[src/rtl/mm_sched_pkg.sv]
// Shared definitions for the MM instruction scheduler.
// Contents: scheduler FSM state type, error codes, instruction field
// bit positions and the buffer-select legality check.
package mm_sched_pkg;

  typedef enum logic [1:0] {
    ST_IDLE  = 2'd0,
    ST_CHECK = 2'd1,
    ST_ISSUE = 2'd2,
    ST_WAIT  = 2'd3
  } sched_state_t;

  localparam logic [2:0] ERR_NONE          = 3'd0;
  localparam logic [2:0] ERR_IN_SEL        = 3'd1;
  localparam logic [2:0] ERR_OUT_SEL       = 3'd2;
  localparam logic [2:0] ERR_BANK_CONFLICT = 3'd3;
  localparam logic [2:0] ERR_TIMEOUT       = 3'd4;

  localparam int unsigned IN_SEL_LSB  = 1;
  localparam int unsigned IN_SEL_MSB  = 4;
  localparam int unsigned OUT_SEL_LSB = 7;
  localparam int unsigned OUT_SEL_MSB = 10;
  localparam int unsigned ACC_BIT     = 13;
  localparam int unsigned N_LSB       = 110;
  localparam int unsigned N_MSB       = 127;

  // Only banks 2 and 3 may be written by the MM top.
  localparam logic [3:0] OUT_SEL_BANK2 = 4'b0100;
  localparam logic [3:0] OUT_SEL_BANK3 = 4'b1000;

  function automatic logic is_onehot4(input logic [3:0] v);
    return (v != 4'd0) && ((v & (v - 4'd1)) == 4'd0);
  endfunction

  // Select-field checks in priority order; returns ERR_NONE when legal.
  function automatic logic [2:0] check_sel(input logic [3:0] in_sel,
                                           input logic [3:0] out_sel);
    if (!is_onehot4(in_sel))
      return ERR_IN_SEL;
    if ((out_sel != OUT_SEL_BANK2) && (out_sel != OUT_SEL_BANK3))
      return ERR_OUT_SEL;
    if (in_sel == out_sel)
      return ERR_BANK_CONFLICT;
    return ERR_NONE;
  endfunction

endpackage

[src/rtl/mm_inst_fifo.sv]
// Synchronous instruction FIFO, DEPTH x W, with full/empty flags.
// Ports: clk, rstn (sync active-low), push/wdata (write side),
//        pop/rdata (read side, rdata shows the head entry combinationally),
//        full, empty.
// Pushes while full and pops while empty are ignored.
module mm_inst_fifo
  import mm_sched_pkg::*;
#(
  parameter int unsigned W     = 128,
  parameter int unsigned DEPTH = 4
) (
  input  logic         clk,
  input  logic         rstn,
  input  logic         push,
  input  logic [W-1:0] wdata,
  input  logic         pop,
  output logic [W-1:0] rdata,
  output logic         full,
  output logic         empty
);

  localparam int unsigned AW = (DEPTH > 1) ? $clog2(DEPTH) : 1;

  logic [W-1:0] mem [DEPTH];
  // Extra MSB distinguishes full from empty when the indices match.
  logic [AW:0]  wptr;
  logic [AW:0]  rptr;
  logic         do_push;
  logic         do_pop;

  assign empty   = (wptr == rptr);
  assign full    = (wptr[AW] != rptr[AW]) && (wptr[AW-1:0] == rptr[AW-1:0]);
  assign do_push = push && !full;
  assign do_pop  = pop && !empty;
  assign rdata   = mem[rptr[AW-1:0]];

  always_ff @(posedge clk) begin
    if (do_push)
      mem[wptr[AW-1:0]] <= wdata;
  end

  always_ff @(posedge clk) begin
    if (!rstn) begin
      wptr <= '0;
      rptr <= '0;
    end else begin
      if (do_push)
        wptr <= wptr + (AW+1)'(1);
      if (do_pop)
        rptr <= rptr + (AW+1)'(1);
    end
  end

endmodule

[src/rtl/mm_inst_sched.sv]
// Instruction scheduler in front of the matrix-multiply top.
// Queues instructions, validates buffer selects, issues a one-cycle start
// and waits for done under a timeout. mm_inst is loaded only on a queue pop,
// so it stays stable for the whole run (the MM top muxes ports from it).
// Ports: clk, rstn (sync active-low); inst_valid/inst_ready/inst_data
//        (instruction input); mm_inst/mm_start/mm_done (MM top side);
//        busy; inst_cnt (retired count, N=0 skips included);
//        err_valid/err_code/err_clear (sticky first error);
//        perf_busy_cycles (non-IDLE cycle count).
// Optional: define MM_SCHED_PERF_EN to build the perf_busy_cycles counter;
//           otherwise it reads constant 0.
module mm_inst_sched
  import mm_sched_pkg::*;
#(
  parameter int unsigned INST_W    = 128,
  parameter int unsigned DEPTH     = 4,
  parameter int unsigned TIMEOUT_W = 20
) (
  input  logic              clk,
  input  logic              rstn,
  input  logic              inst_valid,
  output logic              inst_ready,
  input  logic [INST_W-1:0] inst_data,
  output logic [INST_W-1:0] mm_inst,
  output logic              mm_start,
  input  logic              mm_done,
  output logic              busy,
  output logic [31:0]       inst_cnt,
  output logic              err_valid,
  output logic [2:0]        err_code,
  input  logic              err_clear,
  output logic [31:0]       perf_busy_cycles
);

  sched_state_t         state;
  sched_state_t         state_nx;
  logic                 fifo_full;
  logic                 fifo_empty;
  logic [INST_W-1:0]    fifo_rdata;
  logic                 pop;
  logic                 retire;
  logic                 err_set;
  logic [2:0]           err_new;
  logic                 tmo_clr;
  logic                 tmo_step;
  logic [TIMEOUT_W-1:0] tmo_cnt;
  logic [TIMEOUT_W-1:0] tmo_inc;
  logic [2:0]           sel_err;
  logic                 n_zero;

  mm_inst_fifo #(
    .W     (INST_W),
    .DEPTH (DEPTH)
  ) u_fifo (
    .clk   (clk),
    .rstn  (rstn),
    .push  (inst_valid && !fifo_full),
    .wdata (inst_data),
    .pop   (pop),
    .rdata (fifo_rdata),
    .full  (fifo_full),
    .empty (fifo_empty)
  );

  assign inst_ready = !fifo_full;
  assign busy       = !fifo_empty || (state != ST_IDLE);

  // mm_inst doubles as the current-instruction register.
  assign sel_err = check_sel(mm_inst[IN_SEL_MSB:IN_SEL_LSB],
                             mm_inst[OUT_SEL_MSB:OUT_SEL_LSB]);
  assign n_zero  = (mm_inst[N_MSB:N_LSB] == '0);
  assign tmo_inc = tmo_cnt + TIMEOUT_W'(1);

  always_ff @(posedge clk) begin
    if (!rstn)
      state <= ST_IDLE;
    else
      state <= state_nx;
  end

  always_comb begin
    state_nx = state;
    pop      = 1'b0;
    mm_start = 1'b0;
    retire   = 1'b0;
    err_set  = 1'b0;
    err_new  = ERR_NONE;
    tmo_clr  = 1'b0;
    tmo_step = 1'b0;
    case (state)
      ST_IDLE: begin
        if (!fifo_empty) begin
          pop      = 1'b1;
          state_nx = ST_CHECK;
        end
      end
      ST_CHECK: begin
        if (sel_err != ERR_NONE) begin
          err_set  = 1'b1;
          err_new  = sel_err;
          state_nx = ST_IDLE;
        end else if (n_zero) begin
          retire   = 1'b1;
          state_nx = ST_IDLE;
        end else begin
          state_nx = ST_ISSUE;
        end
      end
      ST_ISSUE: begin
        mm_start = 1'b1;
        tmo_clr  = 1'b1;
        state_nx = ST_WAIT;
      end
      ST_WAIT: begin
        if (mm_done) begin
          retire   = 1'b1;
          state_nx = ST_IDLE;
        end else if (tmo_inc == '1) begin
          err_set  = 1'b1;
          err_new  = ERR_TIMEOUT;
          state_nx = ST_IDLE;
        end else begin
          tmo_step = 1'b1;
        end
      end
      default: state_nx = ST_IDLE;
    endcase
  end

  always_ff @(posedge clk) begin
    if (!rstn) begin
      mm_inst   <= '0;
      tmo_cnt   <= '0;
      inst_cnt  <= '0;
      err_valid <= 1'b0;
      err_code  <= ERR_NONE;
    end else begin
      if (pop)
        mm_inst <= fifo_rdata;
      if (tmo_clr)
        tmo_cnt <= '0;
      else if (tmo_step)
        tmo_cnt <= tmo_inc;
      if (retire)
        inst_cnt <= inst_cnt + 32'd1;
      // Clear wins over a same-cycle error; only the first error is kept.
      if (err_clear) begin
        err_valid <= 1'b0;
        err_code  <= ERR_NONE;
      end else if (err_set && !err_valid) begin
        err_valid <= 1'b1;
        err_code  <= err_new;
      end
    end
  end

`ifdef MM_SCHED_PERF_EN
  logic [31:0] perf_cnt;

  always_ff @(posedge clk) begin
    if (!rstn)
      perf_cnt <= '0;
    else if ((state != ST_IDLE) && (perf_cnt != '1))
      perf_cnt <= perf_cnt + 32'd1;
  end

  assign perf_busy_cycles = perf_cnt;
`else
  assign perf_busy_cycles = '0;
`endif

endmodule

[config.mk]
export PLATFORM = sky130hd
export DESIGN_NAME = mm_inst_sched
export DESIGN_NICKNAME = d
export VERILOG_FILES = /design/src/rtl/mm_sched_pkg.sv /design/src/rtl/mm_inst_fifo.sv /design/src/rtl/mm_inst_sched.sv
export SDC_FILE = /design/constraint.sdc
export NUM_CORES = 1
export LEC_CHECK = 0
export BUFFER_PORTS_ARGS = -buffer_cell sky130_fd_sc_hd__buf_4
export CELL_PAD_IN_SITES_DETAIL_PLACEMENT = 1
export CELL_PAD_IN_SITES_GLOBAL_PLACEMENT = 2
export CORE_MARGIN = 4
export CORE_UTILIZATION = 25
export DETAILED_ROUTE_END_ITERATION = 8
export PLACE_DENSITY = 0.58
export SKIP_LAST_GASP = 1
export SLEW_MARGIN = 20
export SYNTH_ARGS = -nofsm -noshare
export SYNTH_HDL_FRONTEND = slang
export SYNTH_SLANG_ARGS = --single-unit
[constraint.sdc]
create_clock -name clk -period 5.4 [get_ports clk]
set_input_delay 0.54 -clock clk [delete_from_list [all_inputs] [get_ports clk]]
set_output_delay 0.54 -clock clk [all_outputs]
set_load 0.01 [all_outputs]
==> results.ini, run 1 <==
[run_status]
status=finished clean

[setup_path]
endpoint_kind=flop
setup.worst_path.class=flop to flop
cp_top_family=simple AND/OR/NAND/NOR gates
path_buf_inv=1
critPathLaunchType=flop
cp.required_ns=5.95
cp_cell_sequence=xnor2_1, and3b_1, nand2b_4, buf_4, nand2_1, a21oi_1
r2r-start=u_fifo.rptr[1]
critPathMaxFanout=48
arrival_ns=3.56
worstSetupStartpoint=u_fifo.rptr[1]
max_stage_delay_ns=0.81
critPathSlowestCell=dfxtp_4

[routing]
totalWireLength_um=72400
route.detailed.drc=0
routedWlPerCell_um=21.0
post_drt_via_cell_ratio=4.44
ant_nets=0
vias=15307
first_iter_violations=812
drt_first_pass_iters=5

[clocking]
cts_hold_buf=0
clk_latency_ns=0.64
cts_tree=built
cts_resized=0
clockBufferDepth=3
cts-root-buf=clkbuf_16
clkSlewWorstSetupHoldPaths_ns=0.06
postCtsSetupBuffers=0
cts.sinks=704
numCtsBuffers=82
h-tree-depth=3

[synthesis]
ys_warn_count=0
ys_async_sr_fraction_pct=0
ys_ff_latch=704
synth-edff-count=512
synth-seq-area-share_pct=73.1
yosys-top-cells-area=edfxtp_1, dfxtp_1, mux4_2
synth_cells=1674
yosys.area.top_type=edfxtp_1
yosysTopAreaCellShare_pct=58.4
avgSynthCellArea_um2=15.7
synthDistinctLibCells=50
ys.flop_type=edfxtp_1
mappedNetlistArea_um2=26300

[layout]
layout_commonest_cell=edfxtp_1
stdcell_area_um2=32900
fillers=10933
ff_latch_area_um2=19200
fin_util_pct=31.6
multiInputGateArea_um2=6610
mostFrequentLayoutCells=edfxtp_1, buf_4, nand2_1, dfxtp_1, a21oi_1
drive_gt1_share_pct=28.8
areaGrowthSynthToFinish_pct=25.0
fin_nets=2131

[floorplanning]
initial_core_util_pct=25.3
row_count=118
io-pin-count=332
coreArea_um2=104000
die_width_um=332
dieArea_um2=110000
fp.dieH_um=332

[run]
maxCapViolCount=0

[place]
port_buffers=299
place_area_um2=30100
gp_congestion=0.731
dpl.hpwl_um=43500
pre_cts_ws_ns=2.14

[grt]
grt_max_degree=132
antenna_found_initial=9
grt_pass1_wl_um=108000
grt_use_total_pct=13.0
overflow=0
grt_pass1_vias=16753

[timing]
setup_slack_ns=2.39
rsz0062_at_grt=false
fin_hold_ws_ns=0.100
min_period_ns=3.01
finalSetupViolations=0
post-route-period-util_pct=55.7
setup_tns_ns=0
worstMarginPinSlew_ns=0.963
report.final.slew_viol_count=0
finalClockSkew_ns=0.0183
timing.slew.headroom_pct=35.8
finalHoldViolations=0
max_freq_mhz=332

[min_path]
worstHoldStart=inst_data[50]
hp-class=input pin to flop

[power]
p_per_area_nw_per_um2=498
worst_ir_drop_vdd_mv=0.527
leakagePower_nw=11.0

synth_stat cells (4+ instances only):
master	count
and3_1	12
nor4_1	6
o21ai_0	24
ha_1	8
nand3_1	22
nor2_1	30
edfxtp_1	512
dfxtp_1	192
a21oi_1	173
inv_1	16
or3_1	18
mux4_2	128
buf_4	33
nand2_1	293
buf_2	12
nor3_1	8
nand4_1	12
xnor2_1	17
clkbuf_1	65
or4_1	20
xor2_1	8
and2_1	4
o31ai_1	17
buf_1	8
final cells by class:
class | instances | share of cell area [%]
Clock buffer | 106 | 6.83
Clock inverter | 47 | 1.64
Antenna cell | 5 | 0.0381
Multi-Input combinational cell | 866 | 20.1
Tap cell | 1380 | 5.25
Timing Repair Buffer | 319 | 7.47
Sequential cell | 704 | 58.5
Inverter | 17 | 0.209
per-stage QoR:
step	total power, mW	cells
final	16.4	3444
after global routing	17.3	3440
after CTS	16.8	3439
after detailed placement	11.0	3286
after global placement	10.9	3286
after floorplan	9.08	1705
final timing paths:
check	end	slack [ns]	cells after the start
worst max-delay path	mm_inst[90]	2.39	6
worst max register to register	mm_inst[90]	2.39	6
worst min register to register	mm_inst[53]	0.46	2
worst min-delay path	u_fifo.mem[2][50]	0.10	1
worst register-to-register path: stages, from the launching register on:
cell      delay, ns
dfxtp_4        0.81
xnor2_1        0.23
and3b_1        0.31
nand2b_4       0.63
buf_4          0.62
nand2_1        0.18
a21oi_1        0.15
flip-flops by register name (all words and copies together), names as in the netlist, named ones only:
| register | flops |
|---|---|
| err_valid | 1 |
| inst_cnt | 32 |
| state | 1 |
| u_fifo.mem | 512 |
| u_fifo.wptr | 3 |
| mm_inst | 128 |
| tmo_cnt | 20 |
| err_code | 3 |
| u_fifo.rptr | 3 |
power breakdown:
part	internal, mW	switching [mW]	leakage, nW
Combinational	1.57	2.18	3.44
Clock	3.43	2.24	1.34
Sequential	6.44	0.491	6.27
cell families after synthesis:
logic type	after synthesis	synth area share, %
AO/OA/AOI/OAI	229	4.73
XOR/XNOR	25	0.832
adder cells (fa/ha/maj)	8	0.381
buffers and inverters	135	2.45
flip-flops	704	73.1
multiplexers	129	11.0
other	1	0.0143
AND/OR/NAND/NOR	443	7.53
layer usage:
layer / vias up / track usage (%) / share of wire, %
met5: - / 0 / 0.088
met4: 10 / 3.56 / 1.8
met3: 97 / 3.62 / 6.4
met2: 357 / 22.1 / 49
met1: 7920 / 16.2 / 42
li1: 6923 / - / -
Power figures use the tool's default switching activity.
==> run 2, diff against run 1 <==
--- a/config.mk
+++ b/config.mk
@@ -5,13 +5,14 @@
 export SDC_FILE = /design/constraint.sdc
 export NUM_CORES = 1
 export LEC_CHECK = 0
+export ABC_AREA = 1
 export BUFFER_PORTS_ARGS = -buffer_cell sky130_fd_sc_hd__buf_4
 export CELL_PAD_IN_SITES_DETAIL_PLACEMENT = 1
 export CELL_PAD_IN_SITES_GLOBAL_PLACEMENT = 2
 export CORE_MARGIN = 4
 export CORE_UTILIZATION = 25
 export DETAILED_ROUTE_END_ITERATION = 8
-export PLACE_DENSITY = 0.58
+export PLACE_DENSITY = 0.64
 export SKIP_LAST_GASP = 1
 export SLEW_MARGIN = 20
 export SYNTH_ARGS = -nofsm -noshare
==> constraint.sdc (replaced) <==
create_clock -name clk -period 2.75 [get_ports clk]
set_input_delay 0.275 -clock clk [delete_from_list [all_inputs] [get_ports clk]]
set_output_delay 0.275 -clock clk [all_outputs]
set_load 0.01 [all_outputs]
==> results.ini, run 2 <==
[run_status]
status=finished clean

[floorplanning]
coreArea_um2=109000
row_count=121
fp.dieH_um=339
io-pin-count=332
initial_core_util_pct=25.2
die_width_um=339
dieArea_um2=115000

[routing]
vias=19959
drt_first_pass_iters=4
ant_nets=0
routedWlPerCell_um=19.8
route.detailed.drc=0
post_drt_via_cell_ratio=4.55
totalWireLength_um=87000
first_iter_violations=1067

[run]
maxCapViolCount=0

[synthesis]
yosysTopAreaCellShare_pct=56.1
ys_async_sr_fraction_pct=0
post-synth-top-count-cell=nor2_1
yosys.area.top_type=edfxtp_1
yosys-top-cells-count=nor2_1, edfxtp_1, o21ai_0, dfxtp_1, nand2_1
mappedNetlistArea_um2=27400
ys.flop_type=edfxtp_1
yosys-top-cells-area=edfxtp_1, dfxtp_1, nor2_1
synth-seq-area-share_pct=70.1
synth_cells=2474
ys_ff_latch=704
avgSynthCellArea_um2=11.1
ys_warn_count=0
synth-edff-count=512
synthDistinctLibCells=36

[place]
pre_cts_ws_ns=0.312
dpl.hpwl_um=53100
dp.cells=4092
gp_congestion=0.818
place_area_um2=31500
port_buffers=299

[timing]
min_period_ns=2.44
finalClockSkew_ns=0.0254
setup_slack_ns=0.315
max_freq_mhz=411
worstMarginPinSlew_ns=0.753
finalHoldViolations=0
post-route-period-util_pct=88.6
finalSetupViolations=0
timing.slew.headroom_pct=49.7
rsz0062_at_grt=false
report.final.slew_viol_count=0

[power]
p_per_area_nw_per_um2=925
p_int_mw=22.0
seq_power_share_pct=40.5
switching_share_pct=33.0
pwr-share-comb_pct=26.5
pwr-share-clk_pct=33.0
worst_ir_drop_vdd_mv=0.480
p_total_mw=32.9
leakagePower_nw=12.8
p_switching_mw=10.9

[layout]
mostFrequentLayoutCells=nor2_1, edfxtp_1, o21ai_0, buf_4, dfxtp_1
fin_nets=3033
layout_commonest_cell=nor2_1
fillers=11976
stdcell_area_um2=35500
drive_gt1_share_pct=16.5
areaGrowthSynthToFinish_pct=29.7
instances_no_fill=4387
largest_register_ffs=512

[setup_path]
cp.required_ns=3.29
reg2reg_slack_ns=0.31
cp_top_family=simple AND/OR/NAND/NOR gates
r2r-start=tmo_cnt[1]
setup.worst_path.class=flop to flop
cp_cell_sequence=ha_1, nand3_2, nor2_4, nand2_1, nand2_1, inv_1, nor2_1, nand4_1, nor2_1, nand3_4, nand2_4, inv_1, nor2_1, nor2_1
arrival_ns=2.97
crit_top_cell=nor2_1
critPathMaxFanout=20
critPathLaunchType=flop
path_buf_inv=2
worstRegToRegCells=14
max_stage_delay_ns=0.41
critPathSlowestCell=dfxtp_1
endpoint_kind=flop
r2r-end=tmo_cnt[1]

[grt]
grt_max_degree=103
antenna_found_initial=19
grt_pass1_wl_um=132000
grt_use_total_pct=14.9
overflow=0
grt_pass1_vias=21620

[clocking]
postCtsSetupBuffers=0
cts_tree=built
cts-root-buf=clkbuf_16
cts_hold_buf=130
clockBufferDepth=3
cts.sinks=704
clk_latency_ns=0.65
cts_resized=0
clkSlewWorstSetupHoldPaths_ns=0.06
numCtsBuffers=82
h-tree-depth=3

[min_path]
hp-class=input pin to flop
hold_depth=3
worstHoldStart=rstn
min_to=mm_inst[17]

==> run 2: cell count changes after synthesis, sizes merged, moves of 20 or more <==
cell / previous run / this run
nor2: 30 / 610
clkbuf: 65 / 131
mux4: 128 / 0
nand2: 293 / 179
inv: 16 / 85
o21ai: 24 / 402
a21oi: 174 / 52
or4: 20 / 0
a31oi: 1 / 128
==> run 2: cell families (layout without fill, tap and decap cells) <==
| family | count (synthesis) | after routing | synth area share, % |
|---|---|---|---|
| DFF | 704 | 704 | 70.1 |
| other | 1 | 44 | 0.0137 |
| adders and majority gates | 8 | 8 | 0.365 |
| AOI/OAI and AO/OA | 586 | 586 | 11.3 |
| buffers and inverters | 259 | 715 | 4.08 |
| and+or+nand+nor | 883 | 883 | 13.0 |
| xor gates and xnor gates | 33 | 33 | 1.08 |
==> run 2: final cells by class <==
type / count / area, µm² / share of cell area [%]
Clock inverter: 35 / 382 / 1.07
Clock buffer: 118 / 2320 / 6.53
Sequential cell: 704 / 19200 / 54.1
Antenna cell: 12 / 30.0 / 0.0845
Tap cell: 1414 / 1770 / 4.98
Inverter: 85 / 337 / 0.947
Timing Repair Buffer: 477 / 4240 / 11.9
Multi-Input combinational cell: 1542 / 7220 / 20.3
==> run 2: power groups by stage <==
stage	Sequential, mW	Clock [mW]	Combinational, mW
after floorplan	13.7	0	4.47
after global placement	13.5	0	8.54
after detailed placement	13.5	0	8.77
after CTS	13.3	11.2	8.97
after global routing	13.5	11.7	9.78
final	13.3	10.8	8.72
==> run 2: metrics by stage <==
| stage | hold slack, ns | util, % | setup TNS, ns |
|---|---|---|---|
| 2_1_floorplan | 0.374 | - | -250.52 |
| 3_3_place_gp | 0.457 | 28.9 | 0 |
| 3_5_place_dp | 0.472 | 28.9 | 0 |
| 4_1_cts | 0.0325 | 32.6 | 0 |
| 5_1_grt | 0.0649 | 32.6 | 0 |
| 6_report | 0.0817 | 32.6 | 0 |
==> run 2: per-layer routing <==
layer	vias up	routed length (µm)	GRT usage (%)
met1	9973	38100	18.4
met3	114	4970	3.94
li1	9474	-	-
met2	388	41800	25.4
met5	-	67	0
met4	10	2010	4.45
==> run 2: worst max-delay path by stage <==
| stage | start | to | slack, ns | depth (start not counted) |
|---|---|---|---|---|
| finish | tmo_cnt[1] | tmo_cnt[1] | 0.31 | 14 |
| global route | tmo_cnt[1] | tmo_cnt[1] | 0.01 | 14 |
| CTS | tmo_cnt[1] | tmo_cnt[1] | 0.28 | 14 |
| detailed placement | tmo_cnt[1] | tmo_cnt[1] | 0.31 | 14 |
| global placement | tmo_cnt[1] | tmo_cnt[5] | 0.30 | 16 |
| floorplan | u_fifo.rptr[0] | u_fifo.mem[3][0] | -0.52 | 5 |
==> run 2: worst register-to-register path: stages (launching register included) <==
cell and delay, ns:
dfxtp_1 0.41, ha_1 0.23, nand3_2 0.14, nor2_4 0.23
nand2_1 0.07, nand2_1 0.08, inv_1 0.05, nor2_1 0.10
nand4_1 0.09, nor2_1 0.24, nand3_4 0.12, nand2_4 0.24
inv_1 0.14, nor2_1 0.13, nor2_1 0.05
